[config.mk]
export PLATFORM = sky130hd
export DESIGN_NAME = dcache_ctrl
export DESIGN_NICKNAME = d
export VERILOG_FILES = /design/src/rtl/dcache_ctrl.sv
export SDC_FILE = /design/constraint.sdc
export NUM_CORES = 1
export LEC_CHECK = 0
export BUFFER_PORTS_ARGS = -buffer_cell sky130_fd_sc_hd__buf_2
export CAP_MARGIN = 20
export CORE_ASPECT_RATIO = 1.75
export CORE_UTILIZATION = 25
export DETAILED_ROUTE_END_ITERATION = 10
export PLACE_DENSITY = 0.45
export SYNTH_ARGS = -nofsm -noshare
export SYNTH_HDL_FRONTEND = slang
export SYNTH_SLANG_ARGS = --single-unit
[constraint.sdc]
create_clock -name clk -period 7.65 [get_ports clk]
set_input_delay 1.1475 -clock clk [delete_from_list [all_inputs] [get_ports clk]]
set_output_delay 1.1475 -clock clk [all_outputs]
set_load 0.02 [all_outputs]
[src/rtl/dcache_ctrl.sv]
// Direct-mapped, write-back, write-allocate data cache controller.
// Define DCACHE_STATS_EN to add saturating hit_count/miss_count outputs.
module dcache_ctrl #(
  parameter int ADDR_W   = 8,
  parameter int DATA_W   = 8,
  parameter int INDEX_W  = 3,
  parameter int OFFSET_W = 2
) (
  input  logic              clk,
  input  logic              rst,
  input  logic              read,
  input  logic              write,
  input  logic [ADDR_W-1:0] address,
  input  logic [DATA_W-1:0] write_data,
  output logic [DATA_W-1:0] read_data,
  output logic              busy_wait,
  output logic              mem_read,
  output logic              mem_write,
  output logic [ADDR_W-1:0] mem_address,
  output logic [DATA_W-1:0] mem_write_data,
  input  logic [DATA_W-1:0] mem_read_data,
  input  logic              mem_busy_wait
`ifdef DCACHE_STATS_EN
  ,
  output logic [15:0]       hit_count,
  output logic [15:0]       miss_count
`endif
);

  localparam int TAG_W = ADDR_W - INDEX_W - OFFSET_W;
  localparam int LINES = 1 << INDEX_W;
  localparam int BLK   = 1 << OFFSET_W;

  typedef enum logic [1:0] {IDLE, WB, FILL, UPD} state_t;

  state_t state_q, state_d;

  logic [DATA_W-1:0]   data_q [LINES][BLK];
  logic [TAG_W-1:0]    tag_q  [LINES];
  logic [LINES-1:0]    valid_q, dirty_q;

  logic [OFFSET_W-1:0] k_q, k_d;
  logic [INDEX_W-1:0]  idx_q, idx_d;
  logic [TAG_W-1:0]    rtag_q, rtag_d;
  logic                mrd_q, mrd_d;
  logic                mwr_q, mwr_d;
  logic [ADDR_W-1:0]   maddr_q, maddr_d;
  logic [DATA_W-1:0]   mwd_q, mwd_d;

  logic [TAG_W-1:0]    a_tag;
  logic [INDEX_W-1:0]  a_idx;
  logic [OFFSET_W-1:0] a_off;
  logic                rd_req, wr_req, req;
  logic                hit, hit_wr, last;
  logic                fill_we, upd;

  assign a_tag  = address[ADDR_W-1 -: TAG_W];
  assign a_idx  = address[OFFSET_W +: INDEX_W];
  assign a_off  = address[OFFSET_W-1:0];
  assign rd_req = read & ~write;
  assign wr_req = write & ~read;
  assign req    = rd_req | wr_req;
  assign hit    = (state_q == IDLE) && valid_q[a_idx]
                  && (tag_q[a_idx] == a_tag);
  assign hit_wr = wr_req && hit;
  assign last   = (k_q == {OFFSET_W{1'b1}});

  assign busy_wait      = req && ((state_q != IDLE) || !hit);
  assign read_data      = (rd_req && hit) ? data_q[a_idx][a_off] : '0;
  assign mem_read       = mrd_q;
  assign mem_write      = mwr_q;
  assign mem_address    = maddr_q;
  assign mem_write_data = mwd_q;

  // Miss sequencing: write back victim bytes, refill, then install the tag.
  always_comb begin
    state_d = state_q;
    k_d     = k_q;
    idx_d   = idx_q;
    rtag_d  = rtag_q;
    mrd_d   = mrd_q;
    mwr_d   = mwr_q;
    maddr_d = maddr_q;
    mwd_d   = mwd_q;
    fill_we = 1'b0;
    upd     = 1'b0;
    unique case (state_q)
      IDLE: begin
        if (req && !hit) begin
          idx_d   = a_idx;
          rtag_d  = a_tag;
          k_d     = '0;
          state_d = (valid_q[a_idx] && dirty_q[a_idx]) ? WB : FILL;
        end
      end
      WB: begin
        if (!mwr_q) begin
          mwr_d   = 1'b1;
          maddr_d = {tag_q[idx_q], idx_q, k_q};
          mwd_d   = data_q[idx_q][k_q];
        end else if (!mem_busy_wait) begin
          mwr_d = 1'b0;
          k_d   = k_q + 1'b1;
          if (last) state_d = FILL;
        end
      end
      FILL: begin
        if (!mrd_q) begin
          mrd_d   = 1'b1;
          maddr_d = {rtag_q, idx_q, k_q};
        end else if (!mem_busy_wait) begin
          mrd_d   = 1'b0;
          fill_we = 1'b1;
          k_d     = k_q + 1'b1;
          if (last) state_d = UPD;
        end
      end
      UPD: begin
        upd     = 1'b1;
        state_d = IDLE;
      end
    endcase
  end

  // Control state and registered memory-side outputs.
  always_ff @(posedge clk or negedge rst) begin
    if (!rst) begin
      state_q <= IDLE;
      k_q     <= '0;
      idx_q   <= '0;
      rtag_q  <= '0;
      mrd_q   <= 1'b0;
      mwr_q   <= 1'b0;
      maddr_q <= '0;
      mwd_q   <= '0;
    end else begin
      state_q <= state_d;
      k_q     <= k_d;
      idx_q   <= idx_d;
      rtag_q  <= rtag_d;
      mrd_q   <= mrd_d;
      mwr_q   <= mwr_d;
      maddr_q <= maddr_d;
      mwd_q   <= mwd_d;
    end
  end

  // Line status bits; reset invalidates every line.
  always_ff @(posedge clk or negedge rst) begin
    if (!rst) begin
      valid_q <= '0;
      dirty_q <= '0;
    end else if (upd) begin
      valid_q[idx_q] <= 1'b1;
      dirty_q[idx_q] <= 1'b0;
    end else if (hit_wr) begin
      dirty_q[a_idx] <= 1'b1;
    end
  end

  // Data and tag storage (not reset).
  always_ff @(posedge clk) begin
    if (fill_we) data_q[idx_q][k_q] <= mem_read_data;
    else if (hit_wr) data_q[a_idx][a_off] <= write_data;
    if (upd) tag_q[idx_q] <= rtag_q;
  end

`ifdef DCACHE_STATS_EN
  logic        miss_pend_q;
  logic [15:0] hit_cnt_q, miss_cnt_q;

  assign hit_count  = hit_cnt_q;
  assign miss_count = miss_cnt_q;

  // Classify each completed request by whether its first lookup hit.
  always_ff @(posedge clk or negedge rst) begin
    if (!rst) begin
      miss_pend_q <= 1'b0;
      hit_cnt_q   <= '0;
      miss_cnt_q  <= '0;
    end else if (req && !hit && (state_q == IDLE)) begin
      miss_pend_q <= 1'b1;
    end else if (req && hit) begin
      miss_pend_q <= 1'b0;
      if (miss_pend_q) begin
        if (miss_cnt_q != 16'hFFFF) miss_cnt_q <= miss_cnt_q + 16'd1;
      end else begin
        if (hit_cnt_q != 16'hFFFF) hit_cnt_q <= hit_cnt_q + 16'd1;
      end
    end
  end
`endif

endmodule

# Word-level counts from Yosys, hierarchy flattened
# Memories as Yosys holds them, arrays and structs flattened.
# Cells that the tools add are included.
# word_totals
regBits	44
ram_bits	280
input_bits	29
out_inout_bits	27
wordCells	126
mem_count	2
# op_classes
add_sub_neg	1
n_lt_le_gt_ge	8
n_eq_ne	14
mux	55
n_bitwise	12
n_reduce_logical	24
# memory_table
name	depth	width	rd	rd_clocked_by_memory_dff	wr	line_no	text
data_q	8	32	2	0	1	38	logic [DATA_W-1:0] data_q [LINES][BLK];
tag_q	8	3	2	0	1	39	logic [TAG_W-1:0] tag_q [LINES];
# op_table
operator	count
$mux W32	4
$mux W8	11
$bmux W8 S2	2
$demux W8 S2	2
$reduce_or A32 Y1	1
$mux W2	12
$mux W1	16
$ne A2 B2 Y1 const B	8
$or A8 B8 Y8	2
$pmux W8 S2	1
$logic_and A1 B1 Y1	11
$and A8 B8 Y8	1
$lt A3 B4 Y1 const B	2
$not A8 Y8	1
$pmux W2 S4	1
$reduce_and A7 Y1	1
$bmux W1 S3	2
$demux W1 S3	2
$eq A2 B2 Y1 const B	3
$ge A3 B1 Y1 const B	2
$ge A3 B3 Y1 const B	2
$lt A3 B1 Y1 const B	2
$not A2 Y3	2
$pmux W2 S3	1
other kinds (16)	22

# Logic depth before layout (Yosys ltp)
# logic_depth
word_depth	10
depth_mapped	12

# Worst setup path before layout
# OpenSTA, ideal clock, no wires.
# synth_path
path_kind	input to output
from	in address[2]
to	out read_data[3]
arrival_time_ns	3.296
required_ns	6.503
path_slack_ns	3.207
path_stages	9
n_path_buf	2
path_cell_list	buf_6 -> mux2_1 -> a22oi_1 -> a31o_2 -> nand4_2 -> nor4b_4 -> buf_2 -> nand2_2 -> a211oi_1
# synth_between
elab_chain_cells	6
elab_cells_between_ends	12
classes_between	eq/ne: 1; mux: 6; reduce/logical: 3; memory: 2
# synth_lines
element	line_no	text
start: declaration	13	input logic [ADDR_W-1:0] address,
branches (longest 5 deep; another with $mem_v2 Z8 W32)	--	
$mux W8 (*)	69	assign read_data = (rd_req && hit) ? data_q[a_idx][a_off] : '0;
end: declaration	15	output logic [DATA_W-1:0] read_data,
# Every way passes the cells marked *. The select of a mux whose other input is x is not followed.

# Worst setup path in the final report
# layout_path
from	in address[2]
to	out read_data[0]
# Same word-level chain as after synthesis.

==> metrics <==
status=completed; Initial Util=25.3%; Area Growth Syn to Fin=14.9%; Crit Path Class=in -> out; post-synthesis sequential area ratio=61.3%; Max stage delay on crit path=roughly 630 ps; Root Buffer=clkbuf_16; Primary FF master, synth=edfxtp_1; WL per Instance=29.1 um; drt total wl=50800 um; r2r endpoint=data_q[5][26]; initial antenna violation count=1; CTS tree=yes; asr flop ratio synth=13.6%; dpl hpwl=35100 um; # IOs=56; PwrDens=311 mW/mm2; Max Clock Skew=20.3 ps; Inserted Diodes=0; most frequent CP cell=o21ai_0; #FFs+latches synth=between 300 and 400; largest net degree at the start of global routing=between 80 and 90; Lkg Pwr=~5.7 nW; Seq pwr share=41.0%; reg2reg start=tag_q[7][2]; GRT Residual Overflow=0; Setup violations, final=0; Post-Syn Area=0.0155 mm2; Worst IR Drop VDD=0.000292 V; GPL Wtd Cong=0.804; switching power=1.81 mW; Min-Delay Path Depth=1; antenna viol nets, final=0; Clock Pin Slew Worst Setup and Hold Paths=approximately 70 ps; final hold violation count=0; FMAX=roughly 200 MHz; worst-path maximum fanout=87; hold path startpoint=valid_q[7]; cell count after synthesis=888; flop-to-flop setup slack=about 4000 ps; Cell Chain, Critical Path=buf_6 -> buf_12 -> nand2b_1 -> o22ai_1 -> o21ai_0 -> o21ai_0 -> mux4_2 -> nor2_1 -> buf_2; Pint=3.74 mW; Hold Buf Count CTS=0; clock power share=between 20 and 30%; initial DRC count=674; Core ar.=0.0613 mm2; FILL cells=6103; Tmin final=5150 ps; R2R cell count=8; combinational share of power=30.1%; CTS Buf Count=31; worst hold path class=reg -> reg; worst path arrival time=roughly 4000 ps; Slew Limit Fails=0; share of cells above drive strength 1=34.5%; max_slew headroom=slightly below 30%; syn_area_per_cell=17.5 um2; NumNets Final=968; CP endpoint kind=primary output; clock sinks=324; Ys Warns=0; DR pass1 iterations=4; Worst Tran Pin Value=1060 ps; die area=0.0631 mm2; Synth cell types=53; M3 GR Usage=between 1.5 and 2%; worst-skew pair later-pin latency=approximately 600 ps; crit share post-route=roughly two thirds; slowest CP cell=nand2b_1; routed vias/inst=5.12; grt met2 use=30.5%; crit start category=primary input; Pwr Total=5.55 mW; global-route wire length before repair=72800 um; number of global-route vias before repair=a little under 10000; PortBufs=55; CTS Buffer Depth=3; required time of the worst setup path=6500 ps; number of synthesized flops with an enable pin=280; RSZ-0062 raised after global routing=false; CTS-repair resized insts=0; setup bufs post-CTS=0; die height=332 um; switch share=32.5%; Worst Hold Path EP=valid_q[7]; max-cap viol count=0; Chip Width=190 um; busiest grt layer=met2; met1 GRT Util=18.6%; Site Rows=120; vias post-DR=approximately 9000; Synth Net Count=about 900; setup TNS=0 ps; Total GRT Usage=16.3%; Residual DRC=0; H-tree Lvls=1
-- routing by layer --
metal | wire length (um) | share of wire, % | vias to the layer above
li1 | - | - | 3760
met5 | 0 | 0 | -
met1 | 18800 | 37 | 4777
met4 | 2030 | 4.0 | 0
met2 | 28000 | 55 | 313
met3 | 2040 | 4.0 | 96
-- power by group through the flow --
stage | Sequential, mW | Combinational, mW | Clock, mW
after floorplan | 2.24 | 1.18 | 0
after global placement | 2.32 | 1.70 | 0
after detailed placement | 2.32 | 1.70 | 0
after CTS | 2.28 | 1.70 | 1.64
after global routing | 2.30 | 1.79 | 1.69
final | 2.28 | 1.67 | 1.60
-- cell families after synthesis --
family / Yosys count / share of synthesized area, %
flip-flops: 324 / 61.3
multiplexers: 214 / 26.1
AND/OR/NAND/NOR: 150 / 4.92
AO/OA/AOI/OAI: 114 / 4.64
buffers and inverters: 75 / 2.19
adder cells (fa/ha/maj): 10 / 0.806
XOR/XNOR: 1 / 0.0565
-- state kept, by name (all words and copies together) (netlist names) --
| register | count |
|---|---|
| valid_q | 8 |
| mem_address | 8 |
| state_q | 2 |
| mem_write_data | 8 |
| rtag_q | 3 |
| idx_q | 3 |
| data_q | 256 |
| tag_q | 24 |
| dirty_q | 8 |
| k_q | 2 |
| mem_read | 1 |
| mem_write | 1 |
-- worst max-delay path, delay by kind of cell --
kind	cells	cell delay, ps
buffers and inverters	3	620
AND/OR/NAND/NOR	2	890
multiplexers	1	500
AO/OA/AOI/OAI	3	730
-- area by class of cell --
class	instances	area [um2]	share of cell area [%]
clock buffer	35	791	4.43
inverter	10	37.5	0.210
clock inverter	23	241	1.35
sequential	324	9520	53.4
tap	793	992	5.56
multi-input combinational	489	5830	32.7
timing repair buffer	73	432	2.42
-- cells in the final DEF (no fill, tap or decap), types with 18 or more instances in the layout --
cell         n
nor2_1      37
mux4_2     150
mux2i_1     37
nand2_1     43
o22ai_2     25
clkbuf_16   31
buf_2       53
buf_4       18
dfrtp_1     42
o21ai_0     36
edfxtp_1   280
-- stage by stage --
stage / utilization (%) / instances / instance area (um2) / hold WS [ps] / setup WS, ps
floorplan: - / 888 / 15500 / 430 / 3210
global placement: 27.4 / 1689 / 16800 / 446 / 2560
detailed placement: 27.4 / 1689 / 16800 / 453 / 2560
CTS: 29.1 / 1747 / 17800 / 470 / 2530
global route: 29.1 / 1747 / 17800 / 482 / 2390
finish: 29.1 / 1747 / 17800 / 468 / 2500
-- worst max path at each step --
stage	endpoint	cells past startpoint	slack, ps	start
2_1_floorplan	read_data[3]	9	3210	address[2]
3_3_place_gp	read_data[0]	9	2560	address[2]
3_5_place_dp	read_data[0]	9	2560	address[2]
4_1_cts	read_data[0]	9	2530	address[2]
5_1_grt	read_data[1]	10	2390	address[3]
6_report	read_data[0]	9	2500	address[2]
-- synth_stat cells, types with 2 or more instances --
master    number  area share (%)
nand2_1       43             1.0
a31o_2         2            0.11
mux2_1        13            0.94
or3_1          3            0.12
buf_1         10            0.24
nor2_1        37            0.89
nand3b_1       2           0.097
inv_1         10            0.24
dfrtp_1       44             7.1
ha_1          10            0.81
nand3_1       10            0.32
nand2b_1      13            0.52
o21ai_0       36             1.2
edfxtp_1     280              54
and2_1         4            0.16
o22ai_1       39             1.6
nor3b_1        3            0.15
buf_6          3            0.22
nand4b_1       2            0.11
mux2i_1       37             2.4
mux4_2       150              22
a211oi_1       8            0.39
clkbuf_1      30            0.73
mux2_2        14             1.0
a221oi_1       2            0.11
nand4_1        8            0.32
or2_2          9            0.36
nor2b_1        6            0.24
o22a_1         3            0.17
nor3_1         3           0.097
a21oi_1       12            0.39
buf_2         19            0.61
buf_4          3            0.15
(Power assumes the default switching activity.)
